## src/rtl/alu_muldiv_pkg.sv

```systemverilog
// Shared CPU definitions for the M-extension execute unit: RV32M funct3
// codes, R-type opcode/funct7 and the multi-cycle unit's state encoding.
package cpu_defs;

    localparam logic [6:0] INST_TYPE_R_M = 7'b0110011;
    localparam logic [6:0] FUNCT7_M_EXT  = 7'b0000001;

    localparam logic [2:0] F3_MUL    = 3'b000;
    localparam logic [2:0] F3_MULH   = 3'b001;
    localparam logic [2:0] F3_MULHSU = 3'b010;
    localparam logic [2:0] F3_MULHU  = 3'b011;
    localparam logic [2:0] F3_DIV    = 3'b100;
    localparam logic [2:0] F3_DIVU   = 3'b101;
    localparam logic [2:0] F3_REM    = 3'b110;
    localparam logic [2:0] F3_REMU   = 3'b111;

    typedef enum logic [1:0] {
        ST_IDLE = 2'b00,
        ST_CALC = 2'b01,
        ST_FIX  = 2'b10,
        ST_DONE = 2'b11
    } md_state_e;

endpackage

```

## src/rtl/alu_muldiv_div_core.sv

```systemverilog
// Iterative magnitude datapath: radix-2 restoring divide, or shift-add
// multiply when mode_mul is set. One bit per step; {acc, low} holds the result.
module div_core #(
    parameter int unsigned XLEN = 32
) (
    input  logic            clk,
    input  logic            rst,
    input  logic            load,
    input  logic            step,
    input  logic            mode_mul,
    input  logic [XLEN-1:0] a,
    input  logic [XLEN-1:0] b,
    output logic [XLEN-1:0] acc,
    output logic [XLEN-1:0] low
);

    logic [XLEN-1:0] acc_q, low_q, oper_q;
    logic [XLEN:0]   shifted, diff, sum;

    always_comb begin
        shifted = {acc_q, low_q[XLEN-1]};
        diff    = shifted - {1'b0, oper_q};
        sum     = {1'b0, acc_q} + {1'b0, oper_q};
    end

    // Divide: acc = partial remainder, low shifts dividend out / quotient in.
    // Multiply: acc = running high half, low shifts multiplier out / product in.
    always_ff @(posedge clk or posedge rst) begin
        if (rst) begin
            acc_q  <= '0;
            low_q  <= '0;
            oper_q <= '0;
        end else if (load) begin
            acc_q  <= '0;
            low_q  <= a;
            oper_q <= b;
        end else if (step) begin
            if (mode_mul) begin
                if (low_q[0]) {acc_q, low_q} <= {sum, low_q[XLEN-1:1]};
                else          {acc_q, low_q} <= {1'b0, acc_q, low_q[XLEN-1:1]};
            end else if (!diff[XLEN]) begin
                acc_q <= diff[XLEN-1:0];
                low_q <= {low_q[XLEN-2:0], 1'b1};
            end else begin
                acc_q <= shifted[XLEN-1:0];
                low_q <= {low_q[XLEN-2:0], 1'b0};
            end
        end
    end

    always_comb begin
        acc = acc_q;
        low = low_q;
    end

endmodule

```

## src/rtl/alu_muldiv.sv

```systemverilog
// Multi-cycle RV32M execute unit: all MUL*/DIV*/REM* ops, stalls the pipeline
// via busy_o and returns one result with its rd on a single done_o pulse.
module alu_muldiv
    import cpu_defs::*;
#(
    parameter int unsigned XLEN       = 32,
    parameter int unsigned MUL_ITER   = 0,
    parameter int unsigned REG_ADDR_W = 5
) (
    input  logic                  clk,
    input  logic                  rst,
    input  logic                  start_i,
    input  logic [2:0]            op_i,
    input  logic [XLEN-1:0]       op1_i,
    input  logic [XLEN-1:0]       op2_i,
    input  logic [REG_ADDR_W-1:0] wr_reg_addr_i,
    input  logic                  flush_i,
    output logic                  busy_o,
    output logic                  done_o,
    output logic [XLEN-1:0]       result_o,
    output logic [REG_ADDR_W-1:0] wr_reg_addr_o
);

    localparam int unsigned CNT_W = $clog2(XLEN);

    md_state_e             state_q, state_d;
    logic [2:0]            op_q;
    logic                  neg_q;
    logic [REG_ADDR_W-1:0] rd_q;
    logic [XLEN-1:0]       result_q;
    logic [CNT_W-1:0]      cnt_q;

    logic                  signed1, signed2, sign1, sign2, neg_start;
    logic [XLEN-1:0]       mag1, mag2, fast_result;
    logic                  div_zero, overflow, fast, accept;
    logic [2*XLEN-1:0]     comb_prod;
    logic [XLEN-1:0]       core_acc, core_low;

    // Sign-correct a magnitude result; hi/lo are remainder/quotient for divides.
    function automatic logic [XLEN-1:0] finish(input logic [2:0] op, input logic neg,
                                               input logic [XLEN-1:0] hi,
                                               input logic [XLEN-1:0] lo);
        logic [2*XLEN-1:0] p;
        if (op[2]) begin
            if (op[1]) return neg ? -hi : hi;
            return neg ? -lo : lo;
        end
        p = neg ? -{hi, lo} : {hi, lo};
        return (op == F3_MUL) ? p[XLEN-1:0] : p[2*XLEN-1:XLEN];
    endfunction

    always_comb begin
        signed1   = op_i inside {F3_MULH, F3_MULHSU, F3_DIV, F3_REM};
        signed2   = op_i inside {F3_MULH, F3_DIV, F3_REM};
        sign1     = signed1 & op1_i[XLEN-1];
        sign2     = signed2 & op2_i[XLEN-1];
        mag1      = sign1 ? -op1_i : op1_i;
        mag2      = sign2 ? -op2_i : op2_i;
        neg_start = (op_i[2] && op_i[1]) ? sign1 : (sign1 ^ sign2);
        div_zero  = op_i[2] && (op2_i == '0);
        overflow  = (op_i == F3_DIV || op_i == F3_REM) &&
                    (op1_i == {1'b1, {(XLEN-1){1'b0}}}) && (op2_i == '1);
        fast      = div_zero || overflow || (!op_i[2] && MUL_ITER == 0);
        accept    = start_i && !flush_i;
    end

    generate
        if (MUL_ITER == 0) begin : g_comb_mul
            always_comb comb_prod = {{XLEN{1'b0}}, mag1} * {{XLEN{1'b0}}, mag2};
        end else begin : g_iter_mul
            always_comb comb_prod = '0;
        end
    endgenerate

    always_comb begin
        if (div_zero)      fast_result = op_i[1] ? op1_i : '1;
        else if (overflow) fast_result = op_i[1] ? '0 : op1_i;
        else               fast_result = finish(op_i, neg_start,
                                                comb_prod[2*XLEN-1:XLEN],
                                                comb_prod[XLEN-1:0]);
    end

    div_core #(.XLEN(XLEN)) u_div_core (
        .clk      (clk),
        .rst      (rst),
        .load     (state_q == ST_IDLE && accept && !fast),
        .step     (state_q == ST_CALC),
        .mode_mul (!op_q[2]),
        .a        (mag1),
        .b        (mag2),
        .acc      (core_acc),
        .low      (core_low)
    );

    always_comb begin
        state_d = state_q;
        unique case (state_q)
            ST_IDLE: if (accept) state_d = fast ? ST_DONE : ST_CALC;
            ST_CALC: if (flush_i) state_d = ST_IDLE;
                     else if (cnt_q == '0) state_d = ST_FIX;
            ST_FIX:  state_d = flush_i ? ST_IDLE : ST_DONE;
            ST_DONE: state_d = ST_IDLE;
        endcase
    end

    always_ff @(posedge clk or posedge rst) begin
        if (rst) begin
            state_q  <= ST_IDLE;
            op_q     <= '0;
            neg_q    <= 1'b0;
            rd_q     <= '0;
            result_q <= '0;
            cnt_q    <= '0;
        end else begin
            state_q <= state_d;
            if (state_q == ST_IDLE && accept) begin
                op_q  <= op_i;
                neg_q <= neg_start;
                rd_q  <= wr_reg_addr_i;
                cnt_q <= CNT_W'(XLEN - 1);
                if (fast) result_q <= fast_result;
            end
            if (state_q == ST_CALC) cnt_q <= cnt_q - CNT_W'(1);
            if (state_q == ST_FIX) result_q <= finish(op_q, neg_q, core_acc, core_low);
        end
    end

    // A flush landing on the DONE cycle still kills the result.
    always_comb begin
        busy_o        = (state_q == ST_CALC) || (state_q == ST_FIX);
        done_o        = (state_q == ST_DONE) && !flush_i;
        result_o      = done_o ? result_q : '0;
        wr_reg_addr_o = done_o ? rd_q : '0;
    end

endmodule

```

## config.mk

```make
export PLATFORM = sky130hd
export DESIGN_NAME = alu_muldiv
export DESIGN_NICKNAME = d
export VERILOG_FILES = /design/src/rtl/alu_muldiv_pkg.sv /design/src/rtl/alu_muldiv_div_core.sv /design/src/rtl/alu_muldiv.sv
export SDC_FILE = /design/constraint.sdc
export NUM_CORES = 2
export LEC_CHECK = 0
export ABC_AREA = 0
export BUFFER_PORTS_ARGS = -buffer_cell sky130_fd_sc_hd__buf_4
export CAP_MARGIN = 20
export CORE_ASPECT_RATIO = 1.75
export CORE_UTILIZATION = 55
export CTS_CLUSTER_SIZE = 28
export DETAILED_ROUTE_END_ITERATION = 10
export GPL_ROUTABILITY_DRIVEN = 0
export HOLD_SLACK_MARGIN = 0.15
export PLACE_DENSITY = 0.77
export SLEW_MARGIN = 20
export SYNTH_ARGS = -nofsm -noshare
export SYNTH_HDL_FRONTEND = slang
export SYNTH_HIERARCHICAL = 1
export SYNTH_SLANG_ARGS = --single-unit
export TNS_END_PERCENT = 100
```

## constraint.sdc

```tcl
create_clock -name clk -period 8.4 [get_ports clk]
set_input_delay 1.68 -clock clk [delete_from_list [all_inputs] [get_ports clk]]
set_output_delay 1.68 -clock clk [all_outputs]
set_load 0.005 [all_outputs]
```

==> impl_metrics.tcl, run 1 <==
set metrics [dict create \
    cts-buffers-inserted 25 \
    syn_area_um2 51300 \
    synth_edf_count 0 \
    syn_nets 7787 \
    overflow 226 \
    cts_sinks 144 \
    start_util_pct 55.7 \
    clockRootBuffer "clkbuf_16" \
    grt_use_total_pct 63.5 \
    synthCells 6473 \
    outcome "stopped before the end" \
    io_buffers 114 \
    ioPinCount 115 \
    cts_hold_buf 0 \
    stop_error "[ERROR GRT-0116] Global routing finished with congestion. Check the congestion regions in the DRC Viewer." \
    num_rows 147 \
    die_h_um 406 \
    ys_warn_count 6 \
    ys_seq_area_share_pct 7.02 \
    grt_pass1_vias 64700 \
    synth.distinct_cells 107 \
    synth_ff_type "dfrtp_1" \
    die_w_um 233 \
    grt_start_max_net_pins 81 \
    stop_stage "global routing" \
    synthArstFlopShare_pct 100 \
    synth.avg_cell_area_um2 7.93 \
    dp_hpwl_um 189000 \
    cts_buffer_depth 3 \
    grt_pass1_wl_um 440000 \
    cts_max_level 4 \
    ys_ff_latch 144 \
]
## repair_timing
action / CTS
cloned: 3
pin swaps: 234
setup endpoints to repair: 32
buffers inserted: 100
hold endpoints to repair: 0
resized for setup: 410
## cell families after synthesis
| kind of cell | share of synthesized area (%) |
|---|---|
| simple gates | 19.0 |
| buf+inv | 10.6 |
| fa+ha+maj | 43.3 |
| compound gates | 14.8 |
| xor+xnor | 4.22 |
| flops | 7.02 |
| mux | 1.08 |
## cells in the mapped netlist, types with 26 or more instances
library cell	n	area share [%]
and2_1	69	0.84
fa_1	898	35
or3_1	69	0.84
nand3_1	63	0.61
o21ai_0	318	3.1
and4_1	30	0.51
inv_1	1066	7.8
a211oi_1	55	0.80
nor2b_1	26	0.32
a31oi_1	33	0.40
nand2b_1	34	0.41
ha_1	340	8.3
dfrtp_1	144	7.0
xor2_1	98	1.7
mux2i_1	45	0.88
and3_1	29	0.35
o21a_1	39	0.57
nor2_1	785	5.7
nand4_1	66	0.80
a21oi_1	287	2.8
a21o_1	43	0.63
o31ai_1	47	0.69
clkbuf_1	322	2.4
o211ai_1	39	0.57
o21ai_1	44	0.43
nand2_1	825	6.0
nor3_1	74	0.72
xnor2_1	149	2.5
## metal layers
layer	GRT usage, %	GRT overflow
met1	60.7	1
met5	16.4	0
met2	82.9	136
met4	63.9	87
met3	47.9	2
## metrics by stage
stage,setup slack [ps],cells,cell area (um^2)
after CTS,-2660,8534,64600
after detailed placement,-4170,8408,61400
after global placement,-4150,8408,61400
after floorplan,-2660,6473,52300
==> inputs of run 2 (changes only) <==
- CORE_ASPECT_RATIO: 1.75 -> default
- CORE_UTILIZATION: 55 -> 40
- CTS_CLUSTER_SIZE: 28 -> default
- HOLD_SLACK_MARGIN: 0.15 -> default
- PLACE_DENSITY: 0.77 -> default
- PLACE_DENSITY_LB_ADDON: default -> 0.15
==> run 2 against run 1 <==
Compared with the run above:
- the flow now finishes, with violations (negative setup slack)
- synthesized area unchanged
- synthesized cell count is the same
==> impl_metrics.tcl, run 2 <==
set metrics [dict create \
    start_util_pct 40.3 \
    slew_headroom_pct 23.9 \
    synth_area_leaders "fa_1 35%, ha_1 8.3%, inv_1 7.8%, dfrtp_1 7.0%, nand2_1 6.0%" \
    cp.required_ps 8780 \
    reg2reg_from "u_div_core/low[16]$_DFFE_PP0P_" \
    ys_ff_latch 144 \
    cts_sinks 144 \
    clk_pin_slew_ps 70 \
    synth.avg_cell_area_um2 7.93 \
    netlist.area_leader.share_pct 35.0 \
    cp_slowest_cell "fa_1" \
    failed_checks "negative setup slack" \
    synthArstFlopShare_pct 100 \
    final_util_pct 52.3 \
    worst_hold_slack_ps 472 \
    reg2reg_depth 13 \
    die_h_um 360 \
    num-fill-cells 12100 \
    cts-buffers-inserted 17 \
    fin_nets 8714 \
    clockRootBuffer "clkbuf_16" \
    grt_start_max_net_pins 80 \
    endpoint_kind "flop" \
    overflow 0 \
    grt_pass1_vias 51900 \
    tightest_slew_ps 1140 \
    ys_warn_count 6 \
    fmax_mhz 88.0 \
    critPathLaunch "op2_i[3]" \
    synth_edf_count 0 \
    tns_ps -89340 \
    use_met2_pct 53.8 \
    crit_fanout 7 \
    cts_buffer_depth 2 \
    core_um2 127000 \
    ys_seq_area_share_pct 7.02 \
    cp_slowest_stage_delay_ps 570 \
    dp_hpwl_um 187000 \
    firstDrtPassIters 6 \
    clk_latency_ps 460 \
    die_area_um2 130000 \
    ioPinCount 115 \
    hold_violations 0 \
    syn_nets 7787 \
    area_growth_syn_to_layout_pct 29.7 \
    final_cell_mix "1109 x buf_4, 1016 x inv_1, 846 x fa_1" \
    diodes 0 \
    cts_hold_buf 0 \
    grt.busiest_layer "met2" \
    skew_ps 16.3 \
    drt_iter0_markers 5021 \
    crit_path_start_kind "primary input" \
    path_buf_inv 13 \
    synth_most_common_cell "inv_1" \
    grt_use_total_pct 33.8 \
    finalWorstSetupSlack_ps -2960 \
    hp-class "flop to flop" \
    cap_viol_max_count 0 \
    totalWireLength_um 222000 \
    grt_pass1_wl_um 327000 \
    cts_max_level 4 \
    use_met3_pct 5.75 \
    drive_above_1_share_pct 25.6 \
    yosysTopAreaCell "fa_1" \
    synth.distinct_cells 107 \
    cp.depth 40 \
    crit_family "adder cells" \
    io_buffers 114 \
    vias 51400 \
    final_common_cell "buf_4" \
    crit_end "result_q[29]$_DFFE_PP0P_" \
    cpMostUsedCell "fa_1" \
    antenna_found_initial 11 \
    finalCritPeriodShare_pct 135 \
    rsz0062_at_grt "yes" \
    die_w_um 360 \
    final-setup-viol-count 32 \
    synthCells 6473 \
    r2r-end "result_q[28]$_DFFE_PP0P_" \
    fin_crit_ps 11360 \
    drv_slew 0 \
    crit_type "primary input to flop" \
    grtUsageMet1_pct 43.0 \
    r2r_setup_slack_ps 3350 \
    worstHoldStart "rd_q[4]$_DFFE_PP0P_" \
    drc_errors 0 \
    cts_tree "done" \
    arrival_ps 11740 \
    synth_ff_type "dfrtp_1" \
    drtAntennaViolNets 0 \
    outcome "complete, but fails checks" \
    num_rows 131 \
    syn_area_um2 51300 \
    via_per_inst 5.66 \
    routedWlPerCell_um 24.4 \
    synth.top_cells.by_count "1066 x inv_1, 898 x fa_1, 825 x nand2_1" \
]
run 2: layout make-up:
class,instances,area (um^2),share of cell area (%)
multi-input cells,4895,45500,68.3
repair buffers,1264,10800,16.2
inverters,1078,4100,6.16
flip-flops and latches,144,3610,5.42
well taps,1662,2080,3.12
clock buffers,18,439,0.660
clock inverters,14,136,0.205
run 2: repair_timing:
action | 4_1_cts | 5_1_grt
endpoints found under the hold margin | 0 | 0
cloned | 1 | 3
pin swaps | 77 | 203
endpoints found under the setup margin | 32 | 32
gates resized for setup | 283 | 310
setup buffers | 47 | 75
run 2: tightest hold or removal path, stage by stage (launching register included):
cell     delay (ps)
dfrtp_1         340
nand2_1          50
nand2_1          60
run 2: how the worst min path moves through the flow:
| stage | to | depth (start not counted) |
|---|---|---|
| 5_1_grt | rd_q[3]$_DFFE_PP0P_ | 2 |
| 4_1_cts | rd_q[4]$_DFFE_PP0P_ | 2 |
| 2_1_floorplan | rd_q[0]$_DFFE_PP0P_ | 2 |
| 3_5_place_dp | rd_q[4]$_DFFE_PP0P_ | 2 |
| 3_3_place_gp | rd_q[1]$_DFFE_PP0P_ | 2 |
| 6_report | rd_q[4]$_DFFE_PP0P_ | 2 |
run 2: routing by layer:
metal,vias up,routed length (um)
li1,22700,-
met1,25700,84700
met2,2423,101000
met3,544,19400
met4,10,16300
met5,-,68
run 2: logic make-up after synthesis:
family	synth area share, %
DFF	7.02
xor gates and xnor gates	4.22
buffers and inverters	10.6
adders and majority gates	43.3
and+or+nand+nor	19.0
AOI/OAI and AO/OA	14.8
muxes	1.08
run 2: metrics by stage:
stage	cells	setup slack [ps]	area, um^2
after floorplan	6473	-2660	52300
after global placement	8927	-3920	62400
after detailed placement	8927	-3990	62400
after CTS	9005	-2900	64600
after global routing	9075	-3190	66600
final	9075	-2960	66600
Power of run 2 is not shown: default switching activity piles up to over one toggle a cycle in this logic, so the estimate is an artifact.
